[src/rtl/mem_arbiter.sv]
// mem_arbiter: round-robin arbiter sharing one memory port between NUM_REQ requesters.
// Latency: request captured at edge E0 (valid from E0); completion pulses the cycle after ready is sampled.
// Backpressure: one transaction in flight; requesters hold req_valid/payload until their req_ready pulse.
// Optional watchdog enabled by defining MEM_ARB_TIMEOUT_EN (aborts after TIMEOUT unacknowledged BUSY cycles).
`ifndef WIDTH
`define WIDTH 8
`endif
`ifndef ADDR_WIDTH
`define ADDR_WIDTH 8
`endif

module mem_arbiter #(
  parameter int NUM_REQ = 2,
  parameter int TIMEOUT = 255
) (
  input  logic                           clk,
  input  logic                           rst,
  input  logic [NUM_REQ-1:0]             req_valid,
  input  logic [NUM_REQ-1:0]             req_wr_rd,
  input  logic [NUM_REQ*`ADDR_WIDTH-1:0] req_addr,
  input  logic [NUM_REQ*`WIDTH-1:0]      req_wdata,
  output logic [NUM_REQ-1:0]             req_ready,
  output logic [NUM_REQ-1:0]             rsp_valid,
  output logic [`WIDTH-1:0]              rsp_rdata,
  output logic [1:0]                     grant_id,
  output logic                           err,
  output logic                           valid,
  output logic                           wr_rd,
  output logic [`ADDR_WIDTH-1:0]         addr,
  output logic [`WIDTH-1:0]              wdata,
  input  logic                           ready,
  input  logic [`WIDTH-1:0]              rdata
);

  localparam int AW = `ADDR_WIDTH;
  localparam int DW = `WIDTH;

  // Elaboration-time guard on the supported configuration range.
  if (NUM_REQ < 2 || NUM_REQ > 4 || TIMEOUT < 1 || TIMEOUT > 255) begin : g_bad_cfg
    $error("mem_arbiter: NUM_REQ must be 2..4 and TIMEOUT 1..255");
  end

  typedef enum logic {S_IDLE = 1'b0, S_BUSY = 1'b1} state_t;

  state_t             state_q;
  logic [NUM_REQ-1:0] req_ready_q;
  logic [NUM_REQ-1:0] rsp_valid_q;
  logic [DW-1:0]      rsp_rdata_q;
  logic [DW-1:0]      wdata_q;
  logic [AW-1:0]      addr_q;
  logic [1:0]         grant_q;
  logic [1:0]         last_q;
  logic               valid_q;
  logic               wr_rd_q;

  // Padded to 4 bits so a 2-bit requester index always selects in range.
  logic [3:0]         elig_pad;
  logic [3:0]         wr_rd_pad;
  logic [1:0]         win_d;
  logic               win_vld_d;
  logic [NUM_REQ-1:0] gnt_oh;

  // A requester being told req_ready this cycle is retiring; never re-grant it on this edge.
  assign elig_pad  = 4'(req_valid & ~req_ready_q);
  assign wr_rd_pad = 4'(req_wr_rd);
  assign gnt_oh    = {{(NUM_REQ-1){1'b0}}, 1'b1} << grant_q;

  // Round-robin pick: first eligible requester searching upward from last+1, wrapping.
  always_comb begin
    win_vld_d = 1'b0;
    win_d     = 2'd0;
    for (int k = 1; k <= NUM_REQ; k++) begin
      if (!win_vld_d && elig_pad[2'((int'(last_q) + k) % NUM_REQ)]) begin
        win_vld_d = 1'b1;
        win_d     = 2'((int'(last_q) + k) % NUM_REQ);
      end
    end
  end

`ifdef MEM_ARB_TIMEOUT_EN
  logic [7:0] cnt_q;
  logic       err_q;
`endif

  // Arbiter FSM: capture in IDLE, hold the memory request in BUSY until ready (or watchdog).
  always_ff @(posedge clk or negedge rst) begin
    if (!rst) begin
      state_q     <= S_IDLE;
      req_ready_q <= '0;
      rsp_valid_q <= '0;
      rsp_rdata_q <= '0;
      wdata_q     <= '0;
      addr_q      <= '0;
      grant_q     <= 2'd0;
      last_q      <= 2'(NUM_REQ - 1);
      valid_q     <= 1'b0;
      wr_rd_q     <= 1'b0;
`ifdef MEM_ARB_TIMEOUT_EN
      cnt_q       <= 8'd0;
      err_q       <= 1'b0;
`endif
    end else begin
      // Completion indications are single-cycle pulses.
      req_ready_q <= '0;
      rsp_valid_q <= '0;
`ifdef MEM_ARB_TIMEOUT_EN
      err_q       <= 1'b0;
`endif
      case (state_q)
        S_IDLE: begin
          if (win_vld_d) begin
            wr_rd_q <= wr_rd_pad[win_d];
            addr_q  <= req_addr[int'(win_d)*AW +: AW];
            wdata_q <= req_wdata[int'(win_d)*DW +: DW];
            valid_q <= 1'b1;
            grant_q <= win_d;
            state_q <= S_BUSY;
`ifdef MEM_ARB_TIMEOUT_EN
            cnt_q   <= 8'd0;
`endif
          end
        end
        S_BUSY: begin
          if (ready) begin
            valid_q     <= 1'b0;
            req_ready_q <= gnt_oh;
            if (!wr_rd_q) begin
              rsp_rdata_q <= rdata;
              rsp_valid_q <= gnt_oh;
            end
            last_q  <= grant_q;
            state_q <= S_IDLE;
          end
`ifdef MEM_ARB_TIMEOUT_EN
          // Abort on the edge where the stall count would reach TIMEOUT; a same-edge ready wins above.
          else if (cnt_q == 8'(TIMEOUT - 1)) begin
            valid_q     <= 1'b0;
            req_ready_q <= gnt_oh;
            err_q       <= 1'b1;
            last_q      <= grant_q;
            state_q     <= S_IDLE;
          end else begin
            cnt_q <= cnt_q + 8'd1;
          end
`endif
        end
        default: state_q <= S_IDLE;
      endcase
    end
  end

  assign req_ready = req_ready_q;
  assign rsp_valid = rsp_valid_q;
  assign rsp_rdata = rsp_rdata_q;
  assign grant_id  = grant_q;
  assign valid     = valid_q;
  assign wr_rd     = wr_rd_q;
  assign addr      = addr_q;
  assign wdata     = wdata_q;
`ifdef MEM_ARB_TIMEOUT_EN
  assign err       = err_q;
`else
  assign err       = 1'b0;
`endif

endmodule

[config.mk]
export PLATFORM = sky130hd
export DESIGN_NAME = mem_arbiter
export DESIGN_NICKNAME = d
export VERILOG_FILES = /design/src/rtl/mem_arbiter.sv
export SDC_FILE = /design/constraint.sdc
export NUM_CORES = 1
export LEC_CHECK = 0
export ABC_AREA = 0
export CORE_MARGIN = 10
export CORE_UTILIZATION = 30
export DETAILED_ROUTE_END_ITERATION = 8
export MAX_ROUTING_LAYER = met4
export REMOVE_ABC_BUFFERS = 1
export SYNTH_ARGS = -nofsm -noshare
export SYNTH_HDL_FRONTEND = slang
export SYNTH_SLANG_ARGS = --single-unit
[constraint.sdc]
create_clock -name clk -period 2 [get_ports clk]
set_input_delay 0.2 -clock clk [delete_from_list [all_inputs] [get_ports clk]]
set_output_delay 0.2 -clock clk [all_outputs]
set_load 0.01 [all_outputs]
==> results of run 1 <==
## critical path: stages, from the launching register on
cell and delay [ns]:
dfrtp_1 0.34, buf_4 0.20, clkdlybuf4s50_1 0.57
## stage by stage
step	setup TNS [ns]	util, %	hold WS, ns	instances
2_1_floorplan	-0.00438	-	-0.0956	130
3_3_place_gp	0	46.6	0.468	290
3_5_place_dp	0	46.6	0.469	290
4_1_cts	0	48.7	0.348	298
5_1_grt	0	48.7	0.372	298
6_report	0	48.7	0.337	298
## cells by family (layout without fill, tap and decap cells)
| family | after synthesis | in the layout | synth area share [%] |
|---|---|---|---|
| AO/OA/AOI/OAI | 55 | 55 | 27.1 |
| buffers and inverters | 19 | 98 | 6.01 |
| flip-flops | 33 | 33 | 47.3 |
| multiplexers | 8 | 8 | 6.87 |
| other | 1 | 2 | 0.215 |
| AND/OR/NAND/NOR | 30 | 30 | 12.5 |
## final cells by class
class                      count  area (sq um)
fill                         531          2860
timing repair buffer          88           853
sequential                    33           827
multi-input combinational     95           820
tap                           72          90.1
clock buffer                   7          86.3
clock inverter                 1          30.0
inverter                       2          7.51
## path summary, 6_finish.rpt
path	start	endpoint	slack (ns)
min in group clk	last_q[0]	last_q[0]	0.48
worst max-delay path	req_ready[1]	req_ready[1]	0.41
max in group asynchronous	rst	last_q[0]	1.34
worst min register to register	last_q[0]	last_q[0]	0.48
worst max register to register	req_ready[1]	addr[7]	0.58
worst min-delay path	rst	rsp_rdata[4]	0.34
## cells in the final DEF (no fill, tap or decap), types with 3 or more instances in the layout
cell type        instances
clkdlybuf4s50_1         77
dfrtp_1                 32
and3b_1                 18
a221oi_1                17
o21ai_0                 17
buf_4                   11
a2bb2oi_1                9
mux2_4                   8
a2bb2oi_2                8
clkbuf_8                 6
nand2_1                  3
## registers in the layout, summed over array words and instances, names as in the netlist
name       cells
wr_rd          1
rsp_rdata      8
last_q         1
wdata          8
grant_id       1
req_ready      2
rsp_valid      2
state_q        1
valid          1
addr           8
## layer usage
layer,vias to the layer above,part of all wire (%),global-route usage (%)
li1,714,-,-
met1,718,46,14.4
met2,75,44,17.9
met3,2,10,5.14
met4,0,0.17,2.66
met5,-,0,-
## report_power, final
part / leakage [nW] / total [W] / internal (W) / switching [W]
Clock: 0.0585 / 0.000644 / 0.000406 / 0.000238
Combinational: 0.704 / 0.00169 / 0.00104 / 0.000653
Sequential: 0.383 / 0.00118 / 0.000975 / 0.000205
==> impl_metrics.csv, run 1 <==
group,metric,value,unit
status,outcome,"finished clean",
global_routing,grt_max_degree,34,
logic_synthesis,ys.flop_type,"dfrtp_1",
placed_design,port_buffers,77,
floorplanning,row_count,27,
route,dr_total_vias,1509,
logic_synthesis,ys_seq_area_share,47.3,%
global_routing,grt_overflow,0,
critical_path,crit_path_end_kind,"output port",
sta,min_period_over_period,79.7,%
logic_synthesis,synthCells,146,
critical_path,cp.required,1.80,ns
sta,timing.final.ws_setup,0.406,ns
cts,cts_buffers,5,
cts,cts.clk_slew.worst_paths,0.07,ns
cells_and_area,final_area,0.00271,sq mm
run,max-cap-violations,0,
global_routing,grt_use_total,11.9,%
global_routing,grt_pass1_wl,8.35,mm
cts,ctsHtreeMaxLevel,2,
cells_and_area,n_antenna_cell,0,
sta,fin_crit,1.59,ns
floorplanning,core-area,0.00557,sq mm
cells_and_area,post_route_cells_drive_above_1_share,16.4,%
cells_and_area,area_delta_synth_final,55.3,%
logic_synthesis,ys_ff_latch,33,
critical_path,crit_fanout,18,
floorplanning,fp.dieW,96.3,um
logic_synthesis,postSynthAreaPerCell,12.0,sq um
route,drt-pass1-iter-count,4,
logic_synthesis,yosys.cell_count.top_type,"dfrtp_1",
route,drc,0,
logic_synthesis,synthArstFlopShare,100,%
placed_design,pre_cts_ws,0.314,ns
sta,hold_violations,0,
cts,cts_tree,"yes",
logic_synthesis,ys_top_cells_by_area,"dfrtp_1 (46%), and3b_1 (9.0%), a221oi_1 (8.5%)",
logic_synthesis,synthesis.area,0.00175,sq mm
floorplanning,ios,80,
pwr,leakagePower,1.15,nW
floorplanning,die_area,0.00928,sq mm
pwr,cellPowerDensity,1300,mW/mm^2
floorplanning,start_util,31.4,%
worst_hold_path,hold_path.class,"input port to asynchronous set/reset pin",
cts,clk-insertion-delay-late,0.28,ns
floorplanning,die_h,96.3,um
cts,clk_path_buf_depth,2,
logic_synthesis,synth_common_cells,"dfrtp_1 (32), and3b_1 (18), a221oi_1 (17), o21ai_0 (17), a2bb2oi_1 (9)",
route,postRouteAntennaNets,0,
logic_synthesis,synth_edf_count,0,
route,routed_via_density,5.06,
route,first_iter_violations,51,
pwr,ir_drop,0.000556,V
global_routing,antenna_found_initial,0,
logic_synthesis,yosysWarnings,0,
placed_design,hpwlAfterDp,3.89,mm
sta,rsz0062_at_grt,"no",
critical_path,worst_setup_path_start_kind,"flip-flop",
cts,clkSinkCount,33,
critical_path,cp.arrival,1.39,ns
logic_synthesis,ys_types,26,
logic_synthesis,synth_top_area_share,45.8,%
sta,drv_slew,0,
placed_design,gp_congestion,0.773,
sta,max_freq,627,MHz
global_routing,grt_pass1_vias,1648,
placed_design,placed_cell_area,0.00260,sq mm
route,routed_wl,5.33,mm
pwr,power,0.00352,W
route,wl_per_cell,17.9,um
sta,setup_violations,0,
cts,cts_root_buf,"clkbuf_8",
logic_synthesis,yosysTopAreaCell,"dfrtp_1",
cts,cts_hold_buf,0,
cts,cts_resized,0,
sta,fin_skew,0.00478,ns
critical_path,path_class,"flip-flop to output port",
cells_and_area,layout.nets,272,
critical_path,worst_r2r_path_depth,4,
cts,cts_setup_buffers,0,
Note: power is estimated with default switching activity, not from simulation.
==> run 2: changes to the inputs <==
Clock period 2 ns to 1.4 ns, I/O delays scaled along.
==> impl_metrics.csv, run 2 (same netlist as run 1, synthesis figures left out) <==
group,metric,value,unit
cts,cts_setup_buffers,0,
route,postRouteAntennaNets,0,
route,drt-pass1-iter-count,4,
route,routed_wl,5.77,mm
cells_and_area,regArea,827,sq um
floorplanning,fp.dieW,96.3,um
critical_path,worst_setup_path_start_kind,"flip-flop",
pwr,comb_power_share,51.4,%
floorplanning,die_h,96.3,um
sta,fin_crit,1.38,ns
critical_path,reg2reg_from,"last_q[0]",
critical_path,worstReg2RegEnd,"addr[3]",
worst_hold_path,hold_path.class,"input port to asynchronous set/reset pin",
route,drc,0,
global_routing,grt_overflow,0,
sta,min_period_over_period,98.7,%
pwr,power,0.00537,W
cells_and_area,n_fill_cell,509,
global_routing,grt_pass1_wl,8.80,mm
cells_and_area,post_route_cells_drive_above_1_share,29.4,%
cells_and_area,final_area,0.00300,sq mm
cells_and_area,layout_commonest_cell,"clkdlybuf4s50_1",
pwr,p_clk_share,17.4,%
route,first_iter_violations,43,
sta,rsz0062_at_grt,"yes",
pwr,p_sw_share,32.2,%
critical_path,rrSetupSlack,0.02,ns
cts,clk-insertion-delay-late,0.29,ns
sta,timing.final.ws_setup,0.0179,ns
pwr,p_seq_share,31.2,%
critical_path,cp_slowest_cell,"dfstp_2",
cells_and_area,layout.nets,281,
cts,ctsHtreeMaxLevel,2,
sta,drv_slew,0,
global_routing,antenna_found_initial,0,
placed_design,pre_cts_ws,-0.171,ns
cells_and_area,multiInputGateArea,966,sq um
route,dr_total_vias,1564,
sta,setup_violations,0,
cells_and_area,layout.cells.most_common_list,"clkdlybuf4s50_1 (67), dfrtp_1 (32), and3b_1 (18)",
placed_design,dp_cells,298,
pwr,internal-power,0.00364,W
floorplanning,row_count,27,
cells_and_area,area_delta_synth_final,71.9,%
cells_and_area,final_util,53.9,%
placed_design,port_buffers,77,
floorplanning,core-area,0.00557,sq mm
sta,fin_skew,0.00451,ns
cts,clk_path_buf_depth,2,
route,wl_per_cell,18.8,um
placed_design,hpwlAfterDp,4.11,mm
critical_path,worst_r2r_path_depth,4,
critical_path,crit_path_end_kind,"flip-flop",
critical_path,path_cells,"nand3b_1 > buf_4 > a221oi_2 > a2bb2oi_2",
run,max-cap-violations,0,
sta,hold_violations,0,
cts,cts.clk_slew.worst_paths,0.07,ns
global_routing,grt_max_degree,34,
cells_and_area,finalNonFillerCells,307,
floorplanning,ios,80,
pwr,p_sw,0.00173,W
pwr,ir_drop,0.000822,V
floorplanning,start_util,31.4,%
global_routing,grt_pass1_vias,1709,
pwr,cellPowerDensity,1790,mW/mm^2
floorplanning,die_area,0.00928,sq mm
critical_path,cp.required,1.57,ns
placed_design,gp_congestion,0.736,
status,outcome,"finished clean",
critical_path,cp.arrival,1.55,ns
cts,cts_root_buf,"clkbuf_8",
cts,clkSinkCount,33,
placed_design,placed_cell_area,0.00270,sq mm
critical_path,slowest_delay,0.55,ns
critical_path,crit_fanout,7,
cts,cts_buffers,5,
cells_and_area,n_antenna_cell,0,
cts,cts_tree,"yes",
pwr,leakagePower,1.30,nW
sta,max_freq,724,MHz
critical_path,path_class,"flip-flop to flip-flop",
route,routed_via_density,5.09,
global_routing,grt_use_total,12.6,%
run 2: through the flow:
step,TNS (ns),hold slack (ns)
2_1_floorplan,-12.44,-0.156
3_3_place_gp,-2.64,0.457
3_5_place_dp,-3.35,0.466
4_1_cts,0,0.220
5_1_grt,-0.311,0.243
6_report,0,0.220
run 2: what timing repair did:
| item | CTS | global route |
|---|---|---|
| hold buffers | 0 | 0 |
| resized for setup | 4 | 32 |
| gates cloned | 0 | 1 |
| setup endpoints to repair | 4 | 22 |
| pin swaps | 0 | 0 |
run 2: critical path: cells and delay by family, from the launching register on:
kind	cells	cell delay (ns)
AOI/OAI and AO/OA	2	0.36
and+or+nand+nor	1	0.14
buffers and inverters	1	0.21
DFF	1	0.55
run 2: power groups by stage:
stage          clock [W]  combinational [W]  sequential, W
2_1_floorplan          0           0.000927        0.00189
3_3_place_gp           0            0.00257        0.00168
3_5_place_dp           0            0.00259        0.00167
4_1_cts         0.000973            0.00258        0.00166
5_1_grt          0.00101            0.00297        0.00174
6_report        0.000936            0.00276        0.00168
run 2: cell type report:
type / count / share of cell area, %
Timing Repair Buffer: 97 / 33.2
Multi-Input combinational cell: 95 / 32.2
Sequential cell: 33 / 27.5
Tap cell: 72 / 3.00
Clock buffer: 7 / 2.87
Clock inverter: 1 / 1.00
Inverter: 2 / 0.250
run 2: routing by layer:
layer | track usage [%] | part of all wire (%) | routed length [um]
met2 | 18.2 | 43 | 2460
met4 | 3.39 | 1.1 | 64
met5 | - | 0 | 0
met3 | 5.14 | 8.3 | 479
met1 | 15.9 | 48 | 2770
run 2: how the worst max path moves through the flow:
stage | from | endpoint | slack, ns | depth (start not counted)
after floorplan | req_ready[1] | grant_id[0] | -0.60 | 3
after global placement | ready | rsp_rdata[2] | -0.13 | 4
after detailed placement | ready | rsp_rdata[1] | -0.17 | 4
after CTS | addr[2] | addr[2] | 0.0007 | 1
after global routing | last_q[0] | addr[3] | -0.07 | 4
final | last_q[0] | addr[3] | 0.02 | 4
